$ cat config.mk
export PLATFORM = sky130hd
export DESIGN_NAME = keypad_time_entry
export DESIGN_NICKNAME = d
export VERILOG_FILES = /design/src/rtl/keypad_pkg.sv /design/src/rtl/keypad_time_entry_debounce.sv /design/src/rtl/keypad_time_entry.sv
export SDC_FILE = /design/constraint.sdc
export NUM_CORES = 1
export LEC_CHECK = 0
export CORE_MARGIN = 5
export CORE_UTILIZATION = 40
export DETAILED_ROUTE_END_ITERATION = 8
export HOLD_SLACK_MARGIN = 0.02
export MAX_ROUTING_LAYER = met4
export PLACE_DENSITY = 0.71
export SYNTH_ARGS = -nofsm -noshare
export SYNTH_HDL_FRONTEND = slang
export SYNTH_SLANG_ARGS = --single-unit
$ cat constraint.sdc
create_clock -name clk -period 10.82 [get_ports clk]
set_input_delay 1.623 -clock clk [delete_from_list [all_inputs] [get_ports clk]]
set_output_delay 1.623 -clock clk [all_outputs]
set_load 0.02 [all_outputs]
$ cat src/rtl/keypad_pkg.sv
// Shared definitions for the keypad time-entry front end: key codes,
// entry FSM states, per-position digit limits and small decode helpers.
package keypad_pkg;

  localparam int NUM_KEYS   = 12;
  localparam int NUM_DIGITS = 6;

  localparam logic [3:0] KEY_0    = 4'd0;
  localparam logic [3:0] KEY_1    = 4'd1;
  localparam logic [3:0] KEY_2    = 4'd2;
  localparam logic [3:0] KEY_3    = 4'd3;
  localparam logic [3:0] KEY_4    = 4'd4;
  localparam logic [3:0] KEY_5    = 4'd5;
  localparam logic [3:0] KEY_6    = 4'd6;
  localparam logic [3:0] KEY_7    = 4'd7;
  localparam logic [3:0] KEY_8    = 4'd8;
  localparam logic [3:0] KEY_9    = 4'd9;
  localparam logic [3:0] KEY_STAR = 4'd10;
  localparam logic [3:0] KEY_HASH = 4'd11;

  typedef enum logic [1:0] {
    IDLE         = 2'd0,
    WAIT_DIGIT   = 2'd1,
    WAIT_CONFIRM = 2'd2,
    FULL         = 2'd3
  } entry_state_t;

  // Largest digit allowed at each position H1 H0 M1 M0 S1 S0.
  localparam logic [3:0] POS_LIMIT [0:NUM_DIGITS-1] =
    '{4'd2, 4'd9, 4'd5, 4'd9, 4'd5, 4'd9};
  // Hour units are capped lower once the hour tens digit is 2 (max 23).
  localparam logic [3:0] H0_LIMIT_AFTER_TWO = 4'd3;

  // Map a one-hot keypad vector to its key code; the caller guarantees one-hot.
  function automatic logic [3:0] key_decode(input logic [NUM_KEYS-1:0] keys);
    logic [3:0] code;
    code = KEY_0;
    for (int i = 0; i < 9; i++) begin
      if (keys[i]) code = 4'(i + 1);
    end
    if (keys[9])  code = KEY_STAR;
    if (keys[10]) code = KEY_0;
    if (keys[11]) code = KEY_HASH;
    return code;
  endfunction

  // True when digit may be confirmed at position pos given the hour tens digit.
  function automatic logic digit_legal(input logic [2:0] pos,
                                       input logic [3:0] digit,
                                       input logic [3:0] h1);
    logic [3:0] limit;
    limit = 4'd0;
    if (pos < 3'(NUM_DIGITS)) limit = POS_LIMIT[pos];
    if (pos == 3'd1 && h1 == 4'd2) limit = H0_LIMIT_AFTER_TWO;
    return digit <= limit;
  endfunction

endpackage

$ cat src/rtl/keypad_time_entry_debounce.sv
// Keypad synchroniser and debouncer (module keypad_debounce).
// With KEYPAD_DEBOUNCE_EN defined, a key vector must be seen unchanged on
// DEBOUNCE_CYCLES consecutive synchronised samples before it is passed on;
// otherwise the synchronised vector is passed straight through.
module keypad_debounce
  import keypad_pkg::*;
#(
  parameter int DEBOUNCE_CYCLES = 4
) (
  input  logic                clk,
  input  logic                rst,
  input  logic [NUM_KEYS-1:0] keypad_in,
  output logic [NUM_KEYS-1:0] stable_keys
);

  logic [NUM_KEYS-1:0] sync1;
  logic [NUM_KEYS-1:0] sync2;

  if (DEBOUNCE_CYCLES < 1 || DEBOUNCE_CYCLES > 255) begin : g_bad_debounce
    $error("keypad_debounce: DEBOUNCE_CYCLES must be within 1..255");
  end

  // Two-flop synchroniser for the asynchronous keypad lines.
  always_ff @(posedge clk or posedge rst) begin
    if (rst) begin
      sync1 <= '0;
      sync2 <= '0;
    end else begin
      sync1 <= keypad_in;
      sync2 <= sync1;
    end
  end

`ifdef KEYPAD_DEBOUNCE_EN
  localparam logic [7:0] DB_LIMIT = 8'(DEBOUNCE_CYCLES);

  logic [NUM_KEYS-1:0] last_sample;
  logic [7:0]          run_cnt;
  logic [7:0]          run_next;

  // Length of the current run of identical samples; a change restarts at one.
  always_comb begin
    run_next = run_cnt;
    if (sync2 != last_sample) begin
      run_next = 8'd1;
    end else if (run_cnt != 8'hFF) begin
      run_next = run_cnt + 8'd1;
    end
  end

  // Track the run and accept the vector once it has been steady long enough.
  always_ff @(posedge clk or posedge rst) begin
    if (rst) begin
      last_sample <= '0;
      run_cnt     <= '0;
      stable_keys <= '0;
    end else begin
      last_sample <= sync2;
      run_cnt     <= run_next;
      if (run_next >= DB_LIMIT) stable_keys <= sync2;
    end
  end
`else
  assign stable_keys = sync2;
`endif

endmodule

$ cat src/rtl/keypad_time_entry.sv
// Keypad time entry: turns raw one-hot keypad activity into single key
// presses and assembles a confirmed HH:MM:SS BCD entry for the controller.
// Optional macro KEYPAD_DEBOUNCE_EN enables the debounce counter.
module keypad_time_entry
  import keypad_pkg::*;
#(
  parameter int DEBOUNCE_CYCLES = 4
) (
  input  logic                clk,
  input  logic                rst,
  input  logic                enable,
  input  logic [NUM_KEYS-1:0] keypad_in,
  output logic                key_valid,
  output logic [3:0]          key_code,
  output logic [7:0]          hour_bcd,
  output logic [7:0]          min_bcd,
  output logic [7:0]          sec_bcd,
  output logic [2:0]          digit_cnt,
  output logic                entry_done,
  output logic                entry_err
);

  logic [NUM_KEYS-1:0] stable_keys;
  logic                key_pressed;
  logic                prev_pressed;

  entry_state_t                 state_q, state_d;
  logic [NUM_DIGITS-1:0][3:0]   buf_q, buf_d;
  logic [3:0]                   pending_q, pending_d;
  logic [2:0]                   cnt_d;
  logic [7:0]                   hour_d, min_d, sec_d;
  logic                         done_d, err_d;
  logic                         is_digit;

  keypad_debounce #(
    .DEBOUNCE_CYCLES(DEBOUNCE_CYCLES)
  ) u_debounce (
    .clk        (clk),
    .rst        (rst),
    .keypad_in  (keypad_in),
    .stable_keys(stable_keys)
  );

  // Chords and all-released both count as "no key".
  assign key_pressed = $onehot(stable_keys);
  assign is_digit    = (key_code <= KEY_9);

  // One pulse per released-to-pressed edge, latching the decoded key.
  always_ff @(posedge clk or posedge rst) begin
    if (rst) begin
      prev_pressed <= 1'b0;
      key_valid    <= 1'b0;
      key_code     <= KEY_0;
    end else begin
      prev_pressed <= key_pressed;
      key_valid    <= key_pressed && !prev_pressed;
      if (key_pressed && !prev_pressed) key_code <= key_decode(stable_keys);
    end
  end

  // Entry FSM: next state, digit buffer updates, commit and error pulses.
  always_comb begin
    state_d   = state_q;
    buf_d     = buf_q;
    pending_d = pending_q;
    cnt_d     = digit_cnt;
    hour_d    = hour_bcd;
    min_d     = min_bcd;
    sec_d     = sec_bcd;
    done_d    = 1'b0;
    err_d     = 1'b0;
    if (!enable) begin
      state_d   = IDLE;
      buf_d     = '0;
      pending_d = '0;
      cnt_d     = '0;
    end else begin
      unique case (state_q)
        IDLE: state_d = WAIT_DIGIT;
        WAIT_DIGIT: begin
          if (key_valid) begin
            if (is_digit) begin
              pending_d = key_code;
              state_d   = WAIT_CONFIRM;
            end else begin
              err_d = 1'b1;
            end
          end
        end
        WAIT_CONFIRM: begin
          if (key_valid) begin
            if (is_digit) begin
              pending_d = key_code;
            end else if (key_code == KEY_HASH &&
                         digit_legal(digit_cnt, pending_q, buf_q[0])) begin
              buf_d[digit_cnt] = pending_q;
              cnt_d            = digit_cnt + 3'd1;
              state_d          = (digit_cnt == 3'(NUM_DIGITS - 1)) ? FULL : WAIT_DIGIT;
            end else begin
              err_d   = 1'b1;
              state_d = WAIT_DIGIT;
            end
          end
        end
        FULL: begin
          if (key_valid) begin
            if (key_code == KEY_STAR) begin
              hour_d  = {buf_q[0], buf_q[1]};
              min_d   = {buf_q[2], buf_q[3]};
              sec_d   = {buf_q[4], buf_q[5]};
              done_d  = 1'b1;
              cnt_d   = '0;
              state_d = WAIT_DIGIT;
            end else begin
              err_d = 1'b1;
            end
          end
        end
        default: state_d = IDLE;
      endcase
    end
  end

  // Entry state, buffer and committed outputs.
  always_ff @(posedge clk or posedge rst) begin
    if (rst) begin
      state_q    <= IDLE;
      buf_q      <= '0;
      pending_q  <= '0;
      digit_cnt  <= '0;
      hour_bcd   <= '0;
      min_bcd    <= '0;
      sec_bcd    <= '0;
      entry_done <= 1'b0;
      entry_err  <= 1'b0;
    end else begin
      state_q    <= state_d;
      buf_q      <= buf_d;
      pending_q  <= pending_d;
      digit_cnt  <= cnt_d;
      hour_bcd   <= hour_d;
      min_bcd    <= min_d;
      sec_bcd    <= sec_d;
      entry_done <= done_d;
      entry_err  <= err_d;
    end
  end

endmodule
### Word-level counts from Yosys, hierarchy flattened

Memories as Yosys holds them, arrays and structs flattened.
Index checks and enable logic that the tools add are counted.

| word-level totals | value |
|---|---|
| memories | 1 |
| logic and storage cells | 136 |
| output and inout bits | 34 |
| register bits after elaboration | 89 |
| bits in read-only memories | 32 |

Memories:

| memory | words | width | read ports | clocked after Yosys merged registers in | write ports | line | RTL |
|---|---|---|---|---|---|---|---|
| (no name shown) | 8 | 4 | 1 | 0 | 0 | keypad_pkg.sv:53 | `if (pos < 3'(NUM_DIGITS)) limit = POS_LIMIT[pos];` |

| operators by class | value |
|---|---|
| $lt $le $gt $ge | 6 |
| add/sub/neg operators | 12 |
| equality and inequality tests | 23 |
| reductions and logical operators | 12 |
| bitwise logic cells | 1 |
| muxes and demuxes | 62 |

Operator list:

| kind | number |
|---|---|
| two-way mux 24 bit | 5 |
| two-way mux 4 bit | 24 |
| bitwise mux 24 bit | 1 |
| inequality test 3 bit, second input constant | 7 |
| two-way mux 2 bit | 9 |
| two-way mux 3 bit | 6 |
| two-way mux 1 bit | 13 |
| adder 1 x 1 -> 2 bit | 6 |
| demux 4 bit (select 3 bit) | 1 |
| AND reduction 6 bit | 2 |
| adder 2 x 2 -> 3 bit | 3 |
| equality test 4 bit, second input constant | 2 |
| inequality test 2 x 1 -> 1 bit, second input constant | 4 |
| case mux 2 bit (4 select lines) | 1 |
| AND reduction 4 bit | 2 |
| case mux 3 bit (2 select lines) | 1 |
| adder 3 x 3 -> 4 bit | 1 |
| adder 4 x 3 -> 4 bit | 1 |
| equality test 2 bit, second input constant | 2 |
| equality test 4 x 1 -> 1 bit, second input constant | 1 |
| equality test 4 x 2 -> 1 bit, second input constant | 1 |
| >= comparator 4 bit, second input constant | 1 |
| less-or-equal comparator 4 bit | 1 |
| less-or-equal comparator 4 bit, second input constant | 1 |
| 16 further kinds | 20 |

### Longest topological paths before layout

| depth | value |
|---|---|
| word-level depth | 17 |
| gate-level depth with buffers | 14 |

### Cells and area by module

Synthesis repeated with hierarchy kept, for this count alone.

| second synthesis, totals | value |
|---|---|
| cell total of the unflattened synthesis | 370 |
| area, all modules | 4120.2 sq um |

By module, submodules not included:

| module | times used | sequential area each (sq um) | area each (sq um) | cells each |
|---|---|---|---|---|
| keypad_time_entry | 1 | 1626.6 | 3515.9 | 345 |
| keypad_debounce | 1 | 600.6 | 604.3 | 25 |

### Least setup slack after synthesis

No wires, ideal clock.

| timing | value |
|---|---|
| path type | reg-to-reg |
| from | reg u_debounce.sync2[0] (netlist: u_debounce.stable_keys[0]) |
| to | reg key_code[1] |
| arrival time | 3.954 ns |
| setup slack | 6.745 ns |
| buffers on the path | 0 |
| cell stages (with the launch flop) | 15 |
| setup time | 0.121 ns |
| cell sequence | dfrtp_1 > fa_1 > fa_1 > inv_1 > fa_1 > fa_1 > inv_1 > ha_1 > inv_1 > fa_1 > nor2_1 > a31oi_1 > nor4_2 > o21ai_0 > o22a_1 |

| between the ends | value |
|---|---|
| word-level cells in the longest chain between the ends | 6 |

RTL lines:

| item | line | RTL |
|---|---|---|
| from (decl) | keypad_time_entry_debounce.sv:17 | `logic [NUM_KEYS-1:0] sync2;` |
| from (signal assigned) | keypad_time_entry_debounce.sv:30 | `sync2 <= sync1;` |
| adder 1 x 1 -> 2 bit (not written as such) | keypad_time_entry.sv:45 | `assign key_pressed = $onehot(stable_keys);` |
| adder 2 x 2 -> 3 bit (not written as such) | keypad_time_entry.sv:45 |  |
| adder 3 x 3 -> 4 bit (not written as such) | keypad_time_entry.sv:45 |  |
| adder 4 x 3 -> 4 bit (not written as such) | keypad_time_entry.sv:45 |  |
| equality test 4 x 1 -> 1 bit | keypad_time_entry.sv:45 |  |
| logical AND 1 bit | keypad_time_entry.sv:57 | `if (key_pressed && !prev_pressed) key_code <= key_decode(stable_keys);` |
| to (signal assigned) | keypad_time_entry.sv:57 |  |
| to (decl) | keypad_time_entry.sv:14 | `output logic [3:0] key_code,` |

Every way passes these cells.
A chain may end at the register's enable or synchronous reset.

### Worst setup path after layout

| timing | value |
|---|---|
| from | reg u_debounce.sync2[9] (netlist: u_debounce.stable_keys[9]) |
| to | reg key_code[1] |

| between the ends | value |
|---|---|
| word-level cells in the longest chain between the ends | 5 |

RTL lines:

| item | line |
|---|---|
| adder 1 x 1 -> 2 bit (not written as such) | keypad_time_entry.sv:45 |
| adder 2 x 2 -> 3 bit (not written as such) | keypad_time_entry.sv:45 |
| adder 4 x 3 -> 4 bit (not written as such) | keypad_time_entry.sv:45 |
| equality test 4 x 1 -> 1 bit | keypad_time_entry.sv:45 |
| logical AND 1 bit | keypad_time_entry.sv:57 |

Parallel ways exist; a longest one is shown, timed or not.

==> impl_metrics.env <==
export IMPL_status="completed"
export IMPL_synthArstFlopShare_pct=100
export IMPL_area_growth_pct=18.9
export IMPL_yosys_warnings=0
export IMPL_grt_pass1_wl_um=13900
export IMPL_cp_arrival_ns=4.65
export IMPL_peakVddDrop_uv=112
export IMPL_path_clk_slew_ns=0.08
export IMPL_ys_seq_area_share_pct=54.6
export IMPL_min_period_ns=4.41
export IMPL_synth_seq_cells=89
export IMPL_remaining_drc_errors=0
export IMPL_path_max_fanout=9
export IMPL_crit_slowest_cell="nor4_2"
export IMPL_route_met2_wl_um=3940
export IMPL_path_cells="fa_1, fa_1, inv_1, fa_1, fa_1, inv_1, ha_1, inv_1, fa_1, nor2_1, a31oi_1, nor4_2, o21ai_0, o22a_1"
export IMPL_routed_wl_um=8030
export IMPL_slowest_delay_ns=0.65
export IMPL_cts_setup_buffers=0
export IMPL_cts_sinks=89
export IMPL_yosysTopAreaCellShare_pct=54.6
export IMPL_drtIter0Drc=86
export IMPL_min_path_type="reg -> reg"
export IMPL_met1Wirelength_um=3660
export IMPL_start_util_pct=41.4
export IMPL_grt_max_degree=90
export IMPL_n_antenna_cell=0
export IMPL_whs_endpoint="u_debounce.stable_keys[10]"
export IMPL_cts_buffer_depth=2
export IMPL_hpwl_um=5720
export IMPL_cp_end_kind="register"
export IMPL_vias=2870
export IMPL_hold_viol=0
export IMPL_max_freq_mhz=227
export IMPL_grt_overflow_total=0
export IMPL_n_fill_cell=899
export IMPL_p_comb_share_pct=23.1
export IMPL_layout_drive_gt1_share_pct=5.47
export IMPL_slew_headroom_pct=27.0
export IMPL_worstSetupPathType="reg -> reg"
export IMPL_die_w_um=111
export IMPL_power_switching_fraction_pct=32.3
export IMPL_intPower_mw=0.504
export IMPL_synth_area_top_cells="dfrtp_1 (55%), nand2_1 (7.8%), mux2i_1 (7.1%)"
export IMPL_cts_root_buf="clkbuf_8"
export IMPL_final_period_utilization_pct=40.8
export IMPL_cts_tree="done"
export IMPL_gp_congestion=0.884
export IMPL_worst_pin_slew_ns=1.09
export IMPL_grtUsageTotal_pct=14.0
export IMPL_p_seq_share_pct=51.2
export IMPL_clk_latency_ns=0.35
export IMPL_grt_pass1_vias=2892
export IMPL_ant_nets=0
export IMPL_wl_per_cell_um=14.0
export IMPL_synth_edf_count=0
export IMPL_setup_viol=0
export IMPL_die_y_um=111
export IMPL_post_cts_resized=0
export IMPL_pin_count=49
export IMPL_crit_top_cell="fa_1"
export IMPL_synthCells=387
export IMPL_first_pass_iters=4
export IMPL_required_ns=11.06
export IMPL_hold_start="u_debounce.sync1[10]"
export IMPL_num_rows=36
export IMPL_met3_length_um=330
export IMPL_synth_cell_types=45
export IMPL_r2r_end="key_code[1]"
export IMPL_syn_avg_cell_area_um2=10.5
export IMPL_reg2reg_depth=14
export IMPL_crit_path_start="u_debounce.stable_keys[9]"
export IMPL_final_nets=476
export IMPL_port_buffers=48
export IMPL_cts_hold_buffers=0
export IMPL_cts_made_buffers=9
export IMPL_drv_cap=0
export IMPL_setup_tns_ns=0
export IMPL_synth_top_area_cell="dfrtp_1"
export IMPL_syn_nets=428
export IMPL_r2r_slack_ns=6.41
export IMPL_power_leakage_nw=2.37
export IMPL_min_path_cells=0
export IMPL_grt_setup_unrepaired="false"
export IMPL_synthFlopType="dfrtp_1"
export IMPL_clkPwrFrac_pct=25.7
export IMPL_switching_power_mw=0.241
export IMPL_powerDensity_nw_per_um2=153
export IMPL_finClkSkew_ns=0.0117
export IMPL_core_um2=9860
export IMPL_synth_area_um2=4080
export IMPL_cts_max_level=3
export IMPL_dieArea_um2=12300
export IMPL_start_kind="register"
export IMPL_finalPower_mw=0.745
export IMPL_highest_layer="met4"
export IMPL_vias_per_cell=5.02
export IMPL_rr_startpoint="u_debounce.stable_keys[9]"
export IMPL_antenna_found_initial=0
export IMPL_slew_viol_final=0
==> synth_stat cells, drive strengths merged (2+ instances only) <==
| cell | n |
|---|---|
| nor3 | 8 |
| a211oi | 2 |
| nand3b | 2 |
| clkbuf | 12 |
| o31ai | 3 |
| mux2 | 3 |
| a21oi | 6 |
| fa | 7 |
| nor2 | 38 |
| and3 | 3 |
| a31oi | 2 |
| o21a | 3 |
| dfrtp | 89 |
| mux2i | 29 |
| nand2 | 85 |
| inv | 28 |
| o21ai | 11 |
| nor2b | 3 |
| a2111oi | 2 |
| nand4b | 2 |
| nand3 | 5 |
| o2111ai | 2 |
| ha | 19 |
| nand4 | 4 |
==> power groups by stage <==
stage / clock network (mW) / logic (mW) / registers (mW)
after global placement: 0 / 0.165 / 0.387
after global routing: 0.210 / 0.193 / 0.386
final: 0.192 / 0.172 / 0.382
after CTS: 0.196 / 0.173 / 0.382
after detailed placement: 0 / 0.172 / 0.388
after floorplan: 0 / 0.116 / 0.385
==> logic make-up after synthesis <==
| family | synth area share (%) |
|---|---|
| AO/OA/AOI/OAI | 7.82 |
| flip-flops | 54.6 |
| AND/OR/NAND/NOR | 16.7 |
| buffers and inverters | 3.77 |
| adder cells (fa/ha/maj) | 9.26 |
| multiplexers | 7.94 |
==> worst max-delay path: cells and delay by family, from the launching register on <==
family	cells	cell delay [ns]
buffers and inverters	3	0.16
adder cells (fa/ha/maj)	6	2.42
AND/OR/NAND/NOR	2	0.75
flip-flops	1	0.45
AO/OA/AOI/OAI	3	0.53
==> registers in the layout (all words and copies together), names as in the netlist <==
signal / flops
key_valid: 1
prev_pressed: 1
key_code: 4
state_q: 2
buf_q: 24
pending_q: 4
digit_cnt: 3
entry_err: 1
u_debounce.stable_keys: 12
u_debounce.sync1: 12
hour_bcd: 8
min_bcd: 8
entry_done: 1
sec_bcd: 8
==> worst max-delay path by stage <==
stage,endpoint,cells past startpoint
floorplan,key_code[1],14
global placement,key_code[1],14
detailed placement,key_code[1],14
CTS,key_code[1],14
global route,key_code[1],14
finish,key_code[1],14
==> metrics by stage <==
step / util (%) / worst slack [ns] / instance area, um2 / hold WS [ns] / cells
final: 49.2 / 6.41 / 4850 / 0.352 / 572
after CTS: 49.2 / 6.35 / 4850 / 0.352 / 572
after global routing: 49.2 / 6.16 / 4850 / 0.359 / 572
after detailed placement: 47.6 / 6.38 / 4700 / 0.335 / 557
after floorplan: - / 6.74 / 4080 / 0.331 / 387
after global placement: 47.6 / 6.57 / 4700 / 0.332 / 557
==> cell usage in the layout, fill, tap and decap left out, types with 2 or more instances in the layout <==
cell,count
o21a_1,3
mux2i_1,29
a31oi_1,2
nand4_1,4
mux2_2,3
o31ai_1,3
nor2b_1,3
nand2_1,85
dfrtp_1,89
inv_1,27
clkbuf_8,9
a21oi_1,6
a211oi_1,2
nand4b_1,2
nor2_1,37
clkdlybuf4s50_1,48
fa_1,7
clkinv_2,4
o21ai_1,2
nand3_1,5
nand3b_1,2
nor3_1,8
ha_1,19
o21ai_0,9
and3_1,3
o2111ai_1,2
==> cell type report <==
| cell class | count | area (um2) | area share, % |
|---|---|---|---|
| well taps | 133 | 166 | 3.43 |
| clock buffers | 10 | 128 | 2.63 |
| clock inverters | 5 | 31.3 | 0.644 |
| multi-input cells | 257 | 1700 | 35.1 |
| flip-flops and latches | 89 | 2230 | 45.9 |
| repair buffers | 49 | 488 | 10.1 |
| inverters | 29 | 110 | 2.27 |
==> per-layer routing <==
layer / track usage, % / vias up
met1: 17.2 / 1417
met3: 3.33 / 13
met2: 22.9 / 54
met5: - / -
li1: - / 1386
met4: 4.38 / 0
(Power assumes the default switching activity.)
